--- config.mk ---
export PLATFORM = sky130hd
export DESIGN_NAME = apv_frame_emulator
export DESIGN_NICKNAME = d
export VERILOG_FILES = /design/src/rtl/apv_frame_emulator.sv
export SDC_FILE = /design/constraint.sdc
export NUM_CORES = 1
export LEC_CHECK = 0
export ABC_AREA = 1
export BUFFER_PORTS_ARGS = -buffer_cell sky130_fd_sc_hd__buf_2
export CELL_PAD_IN_SITES_DETAIL_PLACEMENT = 1
export CELL_PAD_IN_SITES_GLOBAL_PLACEMENT = 1
export CORE_AREA = 2 2 130 132
export CTS_BUF_LIST = sky130_fd_sc_hd__clkbuf_4
export DETAILED_ROUTE_END_ITERATION = 10
export DIE_AREA = 0 0 132 134
export PLACE_DENSITY = 0.71
export RECOVER_POWER = 50
export SYNTH_ARGS = -nofsm -noshare
export SYNTH_HDL_FRONTEND = slang
export SYNTH_SLANG_ARGS = --single-unit
--- constraint.sdc ---
create_clock -name CLK -period 5.62 [get_ports CLK]
set_clock_uncertainty 0.1 [all_clocks]
set_input_delay 0.843 -clock CLK [delete_from_list [all_inputs] [get_ports CLK]]
set_output_delay 0.843 -clock CLK [all_outputs]
set_load 0.05 [all_outputs]
--- src/rtl/apv_frame_emulator.sv ---
// APV25 digitized-frame transmitter: sync ticks while idle, one 140-cycle frame
// (12-bit digital header + 128 analog samples) per queued trigger.
module apv_frame_emulator #(
    parameter int       MAX_PENDING = 4,
    parameter bit [7:0] ADDR_INIT   = 8'h00
) (
    input  logic        CLK,
    input  logic        RSTb,
    input  logic        ENABLE,
    input  logic        TRIGGER,
    input  logic [7:0]  SYNC_PERIOD,
    input  logic [11:0] HIGH_LEVEL,
    input  logic [11:0] LOW_LEVEL,
    input  logic        HDR_ERR_N,
    input  logic [11:0] PATTERN_BASE,
    input  logic [11:0] PATTERN_STEP,
    output logic [11:0] ADC_PDATA,
    output logic        FRAME_ACTIVE,
    output logic        FRAME_DONE,
    output logic [2:0]  PENDING,
    output logic        TRIG_OVERFLOW
);
    localparam int PW = $clog2(MAX_PENDING + 1);

    typedef enum logic [1:0] {IDLE, HDR, DATA} state_t;

    state_t        state, nxt_state;
    logic [7:0]    cnt, nxt_cnt;
    logic [6:0]    idx, nxt_idx;
    logic [PW-1:0] pend, nxt_pend;
    logic          ovf, nxt_ovf;
    logic [7:0]    addr, nxt_addr;
    logic [8:0]    hdr_sr, nxt_hdr_sr;
    logic [11:0]   acc, nxt_acc;
    logic [11:0]   step_q, nxt_step_q;
    logic [11:0]   pdata, nxt_pdata;
    logic          active, nxt_active;
    logic          done, nxt_done;
    logic          start;

    always_ff @(posedge CLK) begin
        if (!RSTb) begin
            state  <= IDLE;
            cnt    <= SYNC_PERIOD;
            idx    <= '0;
            pend   <= '0;
            ovf    <= 1'b0;
            addr   <= ADDR_INIT;
            hdr_sr <= '0;
            acc    <= '0;
            step_q <= '0;
            pdata  <= '0;
            active <= 1'b0;
            done   <= 1'b0;
        end else begin
            state  <= nxt_state;
            cnt    <= nxt_cnt;
            idx    <= nxt_idx;
            pend   <= nxt_pend;
            ovf    <= nxt_ovf;
            addr   <= nxt_addr;
            hdr_sr <= nxt_hdr_sr;
            acc    <= nxt_acc;
            step_q <= nxt_step_q;
            pdata  <= nxt_pdata;
            active <= nxt_active;
            done   <= nxt_done;
        end
    end

    always_comb begin
        nxt_state  = state;
        nxt_cnt    = cnt;
        nxt_idx    = idx;
        nxt_pend   = pend;
        nxt_ovf    = ovf;
        nxt_addr   = addr;
        nxt_hdr_sr = hdr_sr;
        nxt_acc    = acc;
        nxt_step_q = step_q;
        nxt_pdata  = LOW_LEVEL;
        nxt_active = 1'b0;
        nxt_done   = 1'b0;
        start      = 1'b0;

        unique case (state)
            IDLE: begin
                if (!ENABLE) begin
                    nxt_cnt = SYNC_PERIOD;
                end else if (cnt == 8'd0) begin
                    nxt_pdata = HIGH_LEVEL;
                    if (pend != '0) begin
                        // Slot becomes H0; everything the frame needs is captured here.
                        start      = 1'b1;
                        nxt_state  = HDR;
                        nxt_idx    = 7'd1;
                        nxt_active = 1'b1;
                        nxt_hdr_sr = {addr, HDR_ERR_N};
                        nxt_acc    = PATTERN_BASE;
                        nxt_step_q = PATTERN_STEP;
                    end else begin
                        nxt_cnt = SYNC_PERIOD;
                    end
                end else begin
                    nxt_cnt = cnt - 8'd1;
                end
            end
            HDR: begin
                nxt_active = 1'b1;
                nxt_idx    = idx + 7'd1;
                if (idx >= 7'd3) begin
                    nxt_pdata  = hdr_sr[8] ? HIGH_LEVEL : LOW_LEVEL;
                    nxt_hdr_sr = {hdr_sr[7:0], 1'b0};
                end else begin
                    nxt_pdata = HIGH_LEVEL;
                end
                if (idx == 7'd11) begin
                    nxt_state = DATA;
                    nxt_idx   = 7'd0;
                end
            end
            DATA: begin
                nxt_active = 1'b1;
                nxt_pdata  = acc;
                nxt_acc    = acc + step_q;
                nxt_idx    = idx + 7'd1;
                if (idx == 7'd127) begin
                    nxt_done  = 1'b1;
                    nxt_state = IDLE;
                    nxt_cnt   = SYNC_PERIOD;
                    nxt_addr  = addr + 8'd1;
                end
            end
            default: nxt_state = IDLE;
        endcase

        // A frame start and a new trigger in the same cycle cancel out.
        if (state == IDLE && !ENABLE) begin
            nxt_pend = '0;
            nxt_ovf  = 1'b0;
        end else if (TRIGGER && !start) begin
            if (pend == PW'(MAX_PENDING)) nxt_ovf = 1'b1;
            else                          nxt_pend = pend + PW'(1);
        end else if (!TRIGGER && start) begin
            nxt_pend = pend - PW'(1);
        end
    end

    assign ADC_PDATA     = pdata;
    assign FRAME_ACTIVE  = active;
    assign FRAME_DONE    = done;
    assign PENDING       = 3'(pend);
    assign TRIG_OVERFLOW = ovf;
endmodule

# ---- After elaboration in Yosys (flattened, before gate mapping)
# Cells that the tools add are included.
dict set report totals {
  wordCells 100
  reg_bits 76
}
dict set report classes {
  mux 40
  n_reduce_logical 25
  n_bitwise 1
  n_lt_le_gt_ge 1
  n_eq_ne 15
  add_sub_neg 6
}
# cell n
set ops {}
lappend ops {{$mux 12} 7}
lappend ops {{$mux 8} 5}
lappend ops {{$mux 9} 4}
lappend ops {{$pmux 12 s3} 1}
lappend ops {{$mux 7} 4}
lappend ops {{$pmux 12 s2} 1}
lappend ops {{$pmux 7 s3} 1}
lappend ops {{$pmux 9 s2} 1}
lappend ops {{$pmux 8 s2} 1}
lappend ops {{$ne 2x2->1 const B} 7}
lappend ops {{$add 12x12->12} 1}
lappend ops {{$reduce_and 4->1} 3}
lappend ops {{$mux 2} 5}
lappend ops {{$reduce_and 5->1} 2}
lappend ops {{$mux 3} 3}
lappend ops {{$add 8x1->8 const B} 1}
lappend ops {{$logic_not 8->1} 1}
lappend ops {{$reduce_and 2->1} 4}
lappend ops {{$sub 8x1->8 const B} 1}
lappend ops {{$add 7x1->7 const B} 1}
lappend ops {{$eq 7x4->1 const B} 1}
lappend ops {{$eq 7x7->1 const B} 1}
lappend ops {{$ge 7x2->1 const B} 1}
lappend ops {{$pmux 2 s3} 1}
lappend ops {{18 further kinds} 30}

# ---- Depth between registers and ports, before layout
dict set report depth {
  depth_word 9
  ltp_mapped 14
}

# ---- Worst setup path before layout
# OpenSTA, ideal clock, no wires.
dict set report synth_path {
  path_kind {input -> register}
  from {input port ENABLE}
  to {register cnt[3], data pin}
  cell_stages 5
  slack_ps 3491
  setup_ps 255
  t_arrival_ps 1774
  t_required_ps 5265
  path_cell_list {buf_1 > nand4_1 > or2_2 > o21ai_0 > inv_1}
}
dict set report synth_via {
  elab_chain_cells 3
}
# element line
set synth_lines {}
lappend synth_lines {{start: declaration} 9} ;# input logic ENABLE,
lappend synth_lines {{$mux 8} 88} ;# if (!ENABLE) begin
lappend synth_lines {{$pmux 8 s2} 86} ;# unique case (state)
lappend synth_lines {{$mux 8} 42} ;# if (!RSTb) begin
lappend synth_lines {{end signal: assignment} 57} ;# cnt <= nxt_cnt;
lappend synth_lines {{end: declaration} 28} ;# logic [7:0] cnt, nxt_cnt;
# Every way passes these cells.
# A chain may end at the register's enable or synchronous reset.

# ---- Final worst setup path
dict set report layout_path {
  from {register cnt[0]}
  to {register pend[2], in the netlist PENDING[2]}
}
dict set report layout_via {
  elab_chain_cells 8
  elab_cells_between_ends 11
}
# element line
set layout_lines {}
lappend layout_lines {{$logic_not 8->1 (*)} 90} ;# end else if (cnt == 8'd0) begin
lappend layout_lines {{$mux 1 (*)} 90}
lappend layout_lines {{$mux 1 (*)} 88}
lappend layout_lines {{$mux 1 (*)} 86}
lappend layout_lines {{$logic_not 1->1} 141} ;# end else if (TRIGGER && !start) begin
lappend layout_lines {{$logic_and 1x1->1} 141}
lappend layout_lines {{$ne 2x2->1 (no line) / $reduce_bool 2->1 (equally long branches)} --}
lappend layout_lines {{$reduce_and 2->1 (no line)} --}
lappend layout_lines {{end signal: assignment} 59} ;# pend <= nxt_pend;
lappend layout_lines {{end: declaration} 30} ;# logic [PW-1:0] pend, nxt_pend;
# Mark *: on every way between the ends. The rest lies on a longest branch, timed or not.

==> flow_metrics.py <==
metrics = {
    "detailed_routing": {
        "wl_per_cell_um": 13.6,
        "dr.pass1.iters": 4,
        "vias": 4668,
        "via_per_inst": 4.60,
        "drc": 0,
        "drtIter0Drc": 201,
        "routed_wl_mm": 13.8,
        "ant_nets": 0,
    },
    "critical_path": {
        "cpMaxStageDelayCell": "nor2_1",
        "cp-end-kind": "register",
        "path_depth": 13,
        "cp_cell_sequence": "inv_1 > ha_1 > nand2_1 > nor2_1 > nand4_1 > nand2_1 > fa_1 > nand3_1 > nand2_1 > nand2_1 > nand2_1 > nand2_1 > nor2_1",
        "crit_buf_inv": 1,
        "crit_type": "register to register",
        "worstReg2RegStart": "cnt[0]$_DFFE_PP_",
        "required_ns": 5.91,
        "critPathMaxFanout": 17,
        "cp-endpoint": "PENDING[2]$_SDFFE_PP0P_",
        "ff2ff_path_depth": 13,
        "arrival_ns": 3.46,
        "crit_family": "simple AND/OR/NAND/NOR gates",
        "critPathLaunch": "cnt[0]$_DFFE_PP_",
        "startpoint_type": "register",
        "critical-path-max-stage-delay_ns": 0.79,
        "r2r_setup_slack_ns": 2.45,
        "path_common_cell": "nand2_1",
        "regToRegEndpoint": "PENDING[2]$_SDFFE_PP0P_",
    },
    "timing": {
        "fin_crit_ns": 3.17,
        "fin_setup_tns_ns": 0,
        "rsz0062_at_grt": "false",
        "finalSetupViolations": 0,
        "slew_viol_final": 0,
        "fin_crit_sh": 0.563,
        "hold_viol": 0,
        "worst_pin_slew_ns": 1.06,
        "fmaxAchievable_ghz": 0.316,
        "slew_headroom": 0.293,
    },
    "final_layout": {
        "final_area_um2": 5400,
        "fillers": 2156,
        "fin_nets": 870,
        "final_common_cell": "nand2_1",
        "multi_input_area_um2": 2580,
        "final_layout_size_suffix_gt1_frac": 0.113,
        "area.growth.synth_to_final_pct": 12.7,
        "seqCellArea_um2": 1600,
        "final_cell_mix": "nand2_1 (168), inv_1 (105), nor2_1 (88)",
    },
    "pwr": {
        "ir_drop_v": 0.0000856,
        "leakagePower_nw": 2.42,
        "power_density_nw_per_um2": 201,
    },
    "hold_path": {
        "holdCritPathClass": "register to register",
    },
    "floorplanning": {
        "core_area_um2": 16300,
        "rows": 47,
        "initial_utilization": 0.294,
        "io-pin-count": 79,
        "dieArea_um2": 17700,
        "die_y_um": 134,
        "die_width_um": 132,
    },
    "clock_tree": {
        "cts_buffer_depth": 2,
        "clock-sinks": 76,
        "ctsHtreeMaxLevel": 3,
        "cts_tree": "yes",
        "post_cts_buffers": 0,
        "cts_resized": 0,
        "cts_root_buffer": "clkbuf_4",
        "numCtsBuffers": 9,
        "clkTransAtPathRegs_ns": 0.12,
        "cts_hold_buf": 0,
        "clk_latency_ns": 0.45,
    },
    "status": {
        "status": "finished clean",
    },
    "placement": {
        "placed_area_um2": 5310,
        "dp_hpwl_mm": 10.5,
        "place.gp.congestion": 0.809,
        "portBuffers": 78,
    },
    "synthesis": {
        "syn_nets": 805,
        "ys_types": 44,
        "seq_area_frac_synth": 0.335,
        "synth-seq-cells": 76,
        "syn_avg_cell_area_um2": 6.61,
        "syn_inst": 724,
        "synth_area_um2": 4790,
        "yosys_warnings": 0,
    },
    "flow_run": {
        "cap_violations": 0,
    },
    "global_route": {
        "grt_pass1_wl_mm": 22.7,
        "grt_pass1_vias": 4551,
        "overflow": 0,
        "antenna_found_initial": 1,
        "grt_max_degree": 39,
        "grtUsageTotal": 0.158,
    },
}
## area by class of cell
cell class,instances,area share
diodes,1,0.000464
clock buffers,9,0.0125
clock inverters,7,0.0151
inverters,107,0.0744
multi-input cells,515,0.479
flip-flops and latches,76,0.297
well taps,220,0.0510
repair buffers,80,0.0709
## worst register-to-register path, stage by stage, from the launching register on
cell and delay (ns):
edfxtp_1 0.45, inv_1 0.11, ha_1 0.23, nand2_1 0.12, nor2_1 0.79, nand4_1 0.41
nand2_1 0.26, fa_1 0.22, nand3_1 0.08, nand2_1 0.08, nand2_1 0.06, nand2_1 0.06
nand2_1 0.04, nor2_1 0.10
## report_power, final
group          internal [mW]  leakage (nW)  switching, mW  total [mW]
logic                 0.0450          1.70         0.0910       0.136
clock network          0.175        0.0822          0.202       0.377
registers              0.563         0.636        0.00919       0.572
total                  0.782          2.42          0.302        1.08
## sequential cells by signal, summed over array words and instances (netlist names), 2 cells and up
name / flops
state: 2
ADC_PDATA: 12
step_q: 12
hdr_sr: 9
idx: 7
addr: 8
PENDING: 3
cnt: 8
acc: 12
## stage by stage
stage	hold WS, ns	power (mW)	std cells	util	worst slack [ns]
global route	0.387	1.14	1015	0.331	1.96
floorplan	0.327	0.674	724	-	3.49
detailed placement	0.346	0.725	998	0.326	2.69
finish	0.359	1.08	1015	0.331	2.45
CTS	0.364	1.11	1014	0.335	2.92
global placement	0.346	0.724	998	0.326	2.79
## cells in the mapped netlist, drive strengths merged
cell	instances	area share
edfxtp	8	0.050
o21bai	1	0.0016
clkinv	1	0.00078
nand3b	1	0.0016
buf	11	0.012
nand4	12	0.017
xor2	8	0.015
nor3b	2	0.0031
o211ai	16	0.025
bufbuf	1	0.0068
dfxtp	68	0.28
nor3	5	0.0063
a21boi	1	0.0016
nand3	44	0.051
a21o	2	0.0031
ha	18	0.047
a211oi	1	0.0016
clkbuf	14	0.013
a31oi	2	0.0026
o21a	2	0.0031
xnor2	3	0.0055
inv	106	0.083
fa	2	0.0084
o21ai	68	0.075
a21oi	60	0.063
nor2	92	0.077
nand2	171	0.14
or2	4	0.0052
## layer usage
layer  track usage  wire length [um]
met5             0                 0
met4        0.0525               145
met3        0.0283               484
met2         0.252              6020
met1         0.217              7140
## worst min path at each step
stage | from | end | slack (ns) | cells after the start
3_3_place_gp | step_q[2]$_SDFFE_PN0P_ | step_q[2]$_SDFFE_PN0P_ | 0.35 | 2
3_5_place_dp | step_q[6]$_SDFFE_PN0P_ | step_q[6]$_SDFFE_PN0P_ | 0.35 | 2
4_1_cts | step_q[6]$_SDFFE_PN0P_ | step_q[6]$_SDFFE_PN0P_ | 0.36 | 2
2_1_floorplan | step_q[8]$_SDFFE_PN0P_ | step_q[8]$_SDFFE_PN0P_ | 0.33 | 2
6_report | step_q[6]$_SDFFE_PN0P_ | step_q[6]$_SDFFE_PN0P_ | 0.36 | 2
5_1_grt | step_q[6]$_SDFFE_PN0P_ | step_q[6]$_SDFFE_PN0P_ | 0.39 | 2
## kinds of logic after synthesis
logic type / synth area share
buffers and inverters: 0.116
XOR/XNOR: 0.0201
AND/OR/NAND/NOR: 0.297
adder cells (fa/ha/maj): 0.0554
AO/OA/AOI/OAI: 0.176
flip-flops: 0.335
Power figures use the tool's default switching activity.
